File: src/rtl/mac_cxu_l2.sv
// rtl/mac_cxu_l2.sv - CXU-L2 leaf target: per-state accumulators with iterative shift-add MAC
// Optional saturating MAC overflow detection: define MAC_CXU_L2_SAT_EN.
module mac_cxu_l2 #(
  parameter int CXU_N_STATES   = 4,
  parameter int CXU_STATE_ID_W = 2,
  parameter int CXU_FUNC_ID_W  = 10,
  parameter int CXU_INSN_W     = 0,
  parameter int CXU_DATA_W     = 32,
  parameter int CXU_STATUS_W   = 1,
  parameter int CXU_CXU_ID_W   = 1
) (
  input  logic                                      clk,
  input  logic                                      rst,
  input  logic                                      clk_en,
  input  logic                                      req_valid,
  output logic                                      req_ready,
  input  logic [CXU_CXU_ID_W-1:0]                   req_cxu,
  input  logic [CXU_STATE_ID_W-1:0]                 req_state,
  input  logic [CXU_FUNC_ID_W-1:0]                  req_func,
  input  logic [(CXU_INSN_W > 0 ? CXU_INSN_W : 1)-1:0] req_insn,
  input  logic [CXU_DATA_W-1:0]                     req_data0,
  input  logic [CXU_DATA_W-1:0]                     req_data1,
  output logic                                      resp_valid,
  input  logic                                      resp_ready,
  output logic [CXU_STATUS_W-1:0]                   resp_status,
  output logic [CXU_DATA_W-1:0]                     resp_data
);

  localparam int IDX_W = (CXU_N_STATES > 1) ? $clog2(CXU_N_STATES) : 1;
  localparam logic [CXU_STATE_ID_W:0] N_ST = (CXU_STATE_ID_W + 1)'(CXU_N_STATES);

  typedef enum logic [1:0] {IDLE = 2'd0, MUL = 2'd1, RESP = 2'd2} state_t;

  state_t                state;
  logic [CXU_DATA_W-1:0] acc [CXU_N_STATES];
  logic [IDX_W-1:0]      mul_idx;
  logic [CXU_DATA_W-1:0] mcand;
  logic [CXU_DATA_W-1:0] mplier;
  logic [CXU_DATA_W-1:0] partial;
  logic [CXU_DATA_W:0]   add_sum;
  logic [CXU_DATA_W:0]   acc_sum;
  logic [CXU_DATA_W-1:0] next_mplier;
  logic                  mul_done;
  logic                  accept;
  logic                  state_ok;
  logic [IDX_W-1:0]      req_idx;

  assign req_ready   = !rst && (state == IDLE || (state == RESP && resp_ready));
  assign accept      = clk_en && req_valid && req_ready;
  assign req_idx     = req_state[IDX_W-1:0];
  assign state_ok    = {1'b0, req_state} < N_ST;

  // One shift-add step; the step that empties the multiplier also folds into Acc.
  assign add_sum     = {1'b0, partial} + (mplier[0] ? {1'b0, mcand} : '0);
  assign next_mplier = mplier >> 1;
  assign mul_done    = (next_mplier == '0);
  assign acc_sum     = {1'b0, acc[mul_idx]} + {1'b0, add_sum[CXU_DATA_W-1:0]};

`ifdef MAC_CXU_L2_SAT_EN
  logic ovf;
  logic mac_ovf;
  // A multiplicand bit lost while multiplier bits remain would have landed above DATA_W.
  assign mac_ovf = ovf | add_sum[CXU_DATA_W] | (mcand[CXU_DATA_W-1] & !mul_done)
                 | (mul_done & acc_sum[CXU_DATA_W]);
`endif

  wire unused_ok = ^{req_cxu, req_insn, req_state, add_sum[CXU_DATA_W], acc_sum[CXU_DATA_W]};

  always_ff @(posedge clk) begin
    if (rst) begin
      state       <= IDLE;
      resp_valid  <= 1'b0;
      resp_status <= '0;
      resp_data   <= '0;
      mul_idx     <= '0;
      mcand       <= '0;
      mplier      <= '0;
      partial     <= '0;
      for (int i = 0; i < CXU_N_STATES; i++) acc[i] <= '0;
`ifdef MAC_CXU_L2_SAT_EN
      ovf         <= 1'b0;
`endif
    end else if (clk_en) begin
      if (state == MUL) begin
        partial <= add_sum[CXU_DATA_W-1:0];
        mcand   <= mcand << 1;
        mplier  <= next_mplier;
`ifdef MAC_CXU_L2_SAT_EN
        ovf     <= mac_ovf;
`endif
        if (mul_done) begin
          state      <= RESP;
          resp_valid <= 1'b1;
`ifdef MAC_CXU_L2_SAT_EN
          if (mac_ovf) begin
            acc[mul_idx] <= '1;
            resp_data    <= '1;
            resp_status  <= CXU_STATUS_W'(1);
          end else begin
            acc[mul_idx] <= acc_sum[CXU_DATA_W-1:0];
            resp_data    <= acc_sum[CXU_DATA_W-1:0];
            resp_status  <= '0;
          end
`else
          acc[mul_idx] <= acc_sum[CXU_DATA_W-1:0];
          resp_data    <= acc_sum[CXU_DATA_W-1:0];
          resp_status  <= '0;
`endif
        end
      end else begin
        if (state == RESP && resp_ready) begin
          state      <= IDLE;
          resp_valid <= 1'b0;
        end
        // A new accept overrides the retire above, giving one response per cycle.
        if (accept) begin
          state       <= RESP;
          resp_valid  <= 1'b1;
          resp_status <= '0;
          if (!state_ok) begin
            resp_status <= CXU_STATUS_W'(1);
            resp_data   <= '0;
          end else begin
            case (req_func)
              CXU_FUNC_ID_W'(0): begin
                resp_data    <= acc[req_idx];
                acc[req_idx] <= '0;
              end
              CXU_FUNC_ID_W'(1): begin
                state      <= MUL;
                resp_valid <= 1'b0;
                mul_idx    <= req_idx;
                mcand      <= req_data0;
                mplier     <= req_data1;
                partial    <= '0;
`ifdef MAC_CXU_L2_SAT_EN
                ovf        <= 1'b0;
`endif
              end
              CXU_FUNC_ID_W'(2): resp_data <= acc[req_idx];
              CXU_FUNC_ID_W'(3): begin
                resp_data    <= acc[req_idx];
                acc[req_idx] <= req_data0;
              end
              default: begin
                resp_status <= CXU_STATUS_W'(1);
                resp_data   <= '0;
              end
            endcase
          end
        end
      end
    end
  end

endmodule

File: config.mk
export PLATFORM = sky130hd
export DESIGN_NAME = mac_cxu_l2
export DESIGN_NICKNAME = d
export VERILOG_FILES = /design/src/rtl/mac_cxu_l2.sv
export SDC_FILE = /design/constraint.sdc
export NUM_CORES = 1
export LEC_CHECK = 0
export CAP_MARGIN = 20
export CORE_MARGIN = 2
export CORE_UTILIZATION = 64
export DETAILED_ROUTE_END_ITERATION = 7
export PLACE_DENSITY = 0.82
export SLEW_MARGIN = 10
export SYNTH_ARGS = -nofsm -noshare
export SYNTH_HDL_FRONTEND = slang
export SYNTH_SLANG_ARGS = --single-unit
File: constraint.sdc
create_clock -name clk -period 14.5 [get_ports clk]
set_clock_uncertainty 0.15 [all_clocks]
set_input_delay 2.175 -clock clk [delete_from_list [all_inputs] [get_ports clk]]
set_output_delay 2.175 -clock clk [all_outputs]
set_load 0.02 [all_outputs]
== Word level (Yosys, flattened, before mapping) ==
Memory sizes are Yosys's and may differ from the RTL's. A register that Yosys moved wholly into a read port is not among the register bits.
Index checks and enable logic that the tools add are counted.

* Flip-flop bits (word level): 134
* Latch bits: 0
* Memory bits (writable): 128
* Bits in read-only memories: 0
* Bits of input ports: 83
* Memories kept: 1

* Add/sub/neg operators: 2
* Multipliers: 0
* Divide/modulo/power cells: 0
* Magnitude comparators: 0
* Eq/ne operators: 7
* Shifts and indexed selects: 0
* Muxes and demuxes: 56
* Bitwise logic cells: 2
* Reduce and logical (&&, ||, !) cells: 21

{| class="wikitable"
|+ Memories
! name !! depth !! width !! read ports !! clocked after Yosys merged registers in !! write ports !! line !! RTL
|-
| acc || 4 || 32 || 2 || 1 || 4 || 35 || <nowiki>logic [CXU_DATA_W-1:0] acc [CXU_N_STATES];</nowiki>
|}

{| class="wikitable"
|+ Operator list
! operator !! count
|-
| 32-bit 2-to-1 mux || 16
|-
| 32-bit adder || 2
|-
| 32-bit case mux with 2 select lines || 1
|-
| 32-bit OR reduction || 2
|-
| 32-bit zero test || 1
|-
| 1-bit 2-to-1 mux || 30
|-
| 10-bit by 2-bit equality test with 1-bit output, second input constant || 2
|-
| 2-bit 2-to-1 mux || 9
|-
| 10-bit by 1-bit equality test with 1-bit output, second input constant || 1
|-
| 10-bit zero test || 1
|-
| 3-bit AND reduction || 3
|-
| 4-bit AND reduction || 2
|-
| 1-bit logical AND || 4
|-
| 2-bit != test, second input constant || 2
|-
| 2-bit nonzero test || 2
|-
| 4-bit OR reduction || 1
|-
| 3-bit nonzero test || 1
|-
| 3-bit OR reduction || 1
|-
| 2-bit by 1-bit equality test with 1-bit output, second input constant || 1
|-
| 2-bit equality test, second input constant || 1
|-
| 2-bit zero test || 1
|-
| 1-bit zero test || 1
|-
| 1-bit logical OR || 1
|-
| 1-bit inverter || 1
|-
| 1-bit OR || 1
|}

== Depth between registers and ports, before layout ==
* Depth in word-level cells: 13
* Depth in mapped cells: 23

== Least setup slack after synthesis ==
Ideal clock, no wire load.

* Path type: input to register
* Start: input rst
* End: memory acc[3][0] (enable)
* Arrival time: 5.233 ns
* Data required time: 13.925 ns
* Path slack: 8.692 ns
* Stages: 8
* Path buffers: 1
* Path through: clkbuf_1 > a211oi_1 > and3_1 > and2_1 > nand3_1 > inv_1 > a221o_1 > nor2b_1

{| class="wikitable"
|+ RTL lines
! element !! line !! RTL
|-
| start: declaration || 13 || <nowiki>input logic rst,</nowiki>
|-
| end: declaration || 35 ||
|}

==> impl_metrics.json <==
{
  "grt-busiest-layer": "met2",
  "initial_core_util_pct": 65.28,
  "synth_fp_nets": 1826,
  "setup_viol": 0,
  "slew_viol_final": 0,
  "n_fill_cell": 1772,
  "p_leak_nw": 6.887,
  "yosysSeqAreaShare_pct": 41.12,
  "rsz0062_at_grt": "no",
  "critical_path.startpoint_type": "flop",
  "endpoint_kind": "flop",
  "clock-sinks": 263,
  "synthCells": 1681,
  "syn_avg_cell_area_um2": 9.471,
  "cts-buffers-inserted": 28,
  "yosysWarnings": 0,
  "cts.repair.resized": 0,
  "layout.cells.non_filler": 2078,
  "vias": 13930,
  "first_pass_iters": 6,
  "cp_max_fo": 33,
  "synth.cell_area_mm2": 0.01592,
  "peakVddDrop_mv": 0.1134,
  "cts_max_path_buffers": 3,
  "post-route-min-period_ps": 6516,
  "ys_types": 81,
  "use_met1_pct": 49.30,
  "place.gp.congestion": 0.9254,
  "drcViolationCount": 0,
  "io_pins": 118,
  "hold_depth": 2,
  "grt_pass1_vias": 13610,
  "synth_flop_cell": "dfxtp_1",
  "drt_wl_total_um": 47160,
  "drt-initial-drc-count": 1762,
  "grt_max_degree": 125,
  "antenna_cells": 0,
  "relSlewSlack_pct": 27.06,
  "hold_buffers": 0,
  "worstPathArrival_ps": 6650,
  "met3_usage_pct": 7.099,
  "htree_levels": 1,
  "post-route-period-util_pct": 44.94,
  "antenna_left": 0,
  "stdcell_area_mm2": 0.01817,
  "timing.hold.ws_ps": 324.6,
  "overflow": 0,
  "core_mm2": 0.02439,
  "min_path_type": "reg2reg",
  "synth_seq_cells": 263,
  "vias_per_cell": 6.704,
  "status": "completed",
  "clk_pin_slew_ps": 60,
  "hpwl_um": 31800,
  "post_cts_buffers": 0,
  "die_h_um": 161.7,
  "placed_area_mm2": 0.01723,
  "max_clock_freq_ghz": 0.1535,
  "fin_nets": 1880,
  "clock_latency_ps": 570,
  "tritoncts": "built",
  "die_area_mm2": 0.02616,
  "fin_setup_tns_ps": 0,
  "synth_edf_count": 128,
  "cp_data_required_time_ps": 14630,
  "clockRootBuffer": "clkbuf_16",
  "drive_gt1_share_pct": 9.464,
  "dieWidth_um": 161.7,
  "final_hold_viol_count": 0,
  "p_per_area_mw_per_mm2": 89.12,
  "synthToLayoutAreaGrowth_pct": 14.11,
  "track_usage_pct": 35.70,
  "detail_route.wl_per_cell_um": 22.70,
  "crit_type": "reg2reg",
  "dp_cells": 2027,
  "row_count": 57,
  "grtUsageMet2_pct": 57.54,
  "grt_pass1_wl_um": 73170,
  "worstMarginPinSlew_ps": 1089,
  "synthArstFlopShare_pct": 0,
  "drv_cap": 0,
  "reg2regPathDepth": 22,
  "antenna_found_initial": 0,
  "port_buffers": 115
}
[metrics by stage]
stage,worst slack (ps),util (%),power (mW)
6_report,7984,74.49,1.619
5_1_grt,7704,74.49,1.657
4_1_cts,8221,74.29,1.621
3_5_place_dp,8305,70.63,0.9283
3_3_place_gp,8429,70.63,0.9250
2_1_floorplan,8692,-,0.8741
[worst paths after layout]
kind	startpoint	endpoint	slack [ps]
hold / removal	partial[11]	partial[11]	320
setup reg to reg	mplier[0]	acc[0][29]	7980
setup / recovery	mplier[0]	acc[0][29]	7980
hold reg to reg	partial[11]	partial[11]	320
[critical path, cell delays in order, from the launching register on]
cell      delay, ps
dfxtp_1         310
buf_4           290
and2_1          180
ha_1            220
inv_1            80
fa_1            430
nand2b_1        200
a21oi_1         370
nor2_1          130
o21ai_0         320
xor2_1          330
ha_1            360
a21o_1          180
a21o_1          170
a21oi_1         200
o211ai_1        150
a31oi_1         250
nor3b_1         110
a211oi_1        510
nor4bb_1        170
or3_1           410
a32oi_1         570
nor2_1          140
[metal layers]
layer  vias up  part of all wire, %
met5         -                    0
li1       6333                    -
met4         0                  3.1
met2       798                   47
met3       126                   11
met1      6673                   39
[layout make-up]
type                            count  area [um^2]  share of cell area (%)
Inverter                           53        198.9                   1.095
Clock buffer                       40        795.8                   4.380
Sequential cell                   263         6548                   36.04
Tap cell                          324        405.4                   2.231
Timing Repair Buffer              141         1371                   7.548
Multi-Input combinational cell   1248         8752                   48.17
Clock inverter                      9        97.59                  0.5372
[report_power, final]
| group | total [mW] | switching [mW] | internal [mW] |
|---|---|---|---|
| sequential | 0.803 | 0.00968 | 0.793 |
| combinational | 0.115 | 0.0615 | 0.0536 |
| clock | 0.701 | 0.302 | 0.399 |
[synth_stat cells (all sizes together), types with 4 or more instances]
master	count	area share (%)
a2111oi	4	0.26
a211oi	24	1.3
a21o	28	1.3
a21oi	110	3.6
a221oi	5	0.28
a22oi	31	1.5
a311oi	72	4.0
a31o	6	0.33
a31oi	13	0.70
and2	41	1.6
and3	15	0.59
and4	4	0.24
buf	30	0.86
clkbuf	87	2.1
dfxtp	135	17
edfxtp	128	24
ha	60	4.7
inv	53	1.2
mux2i	4	0.25
mux4	64	9.1
nand2	220	5.2
nand2b	15	0.59
nand3	44	1.4
nand4	20	0.79
nor2	216	5.1
nor2b	5	0.20
nor3	27	0.88
nor3b	12	0.57
nor4	8	0.31
o211a	5	0.31
o211ai	9	0.42
o21a	11	0.52
o21ai	46	1.5
o21bai	8	0.38
o31ai	5	0.27
or3	9	0.35
or4	4	0.24
xnor2	40	2.2
xnor3	4	0.57
xor2	20	1.1
[logic make-up (layout without fill, tap and decap cells)]
kind of cell    count (synthesis)  count (layout)  share of synthesized area (%)
mux                            68              68                          9.305
fa+ha+maj                      62              62                          4.967
flops                         263             263                          41.12
buf+inv                       170             243                          4.165
compound gates                405             405                          18.08
simple gates                  649             649                          18.50
xor+xnor                       64              64                          3.866
[flip-flops by register name, summed over array words and instances (netlist names), named ones only]
register,cells
state,1
partial,32
resp_valid,1
resp_status,1
mul_idx,2
mplier,32
mcand,32
acc,128
resp_data,32
[cell usage in the layout, fill, tap and decap left out, types with 5 or more instances in the layout]
cell type,n
nor3b_1,12
buf_4,25
a221oi_1,5
xor2_1,20
a21oi_1,107
a211oi_1,21
clkbuf_8,5
or3_1,9
clkbuf_16,28
o21a_1,11
nor2_1,215
clkbuf_1,7
a31o_2,5
nand4_1,20
ha_1,60
a311oi_1,72
and3_1,15
nand2_1,219
clkinv_2,5
o21ai_0,37
and2_1,41
inv_1,53
a21o_1,28
a22oi_1,30
o211ai_1,9
edfxtp_1,128
nor4_1,8
clkdlybuf4s50_1,113
nand3_1,43
nor3_1,26
dfxtp_1,134
mux4_2,64
xnor2_1,40
o21bai_1,8
nand2b_1,14
o21ai_1,8
a31oi_1,10
Note: power is estimated with default switching activity, not from simulation.
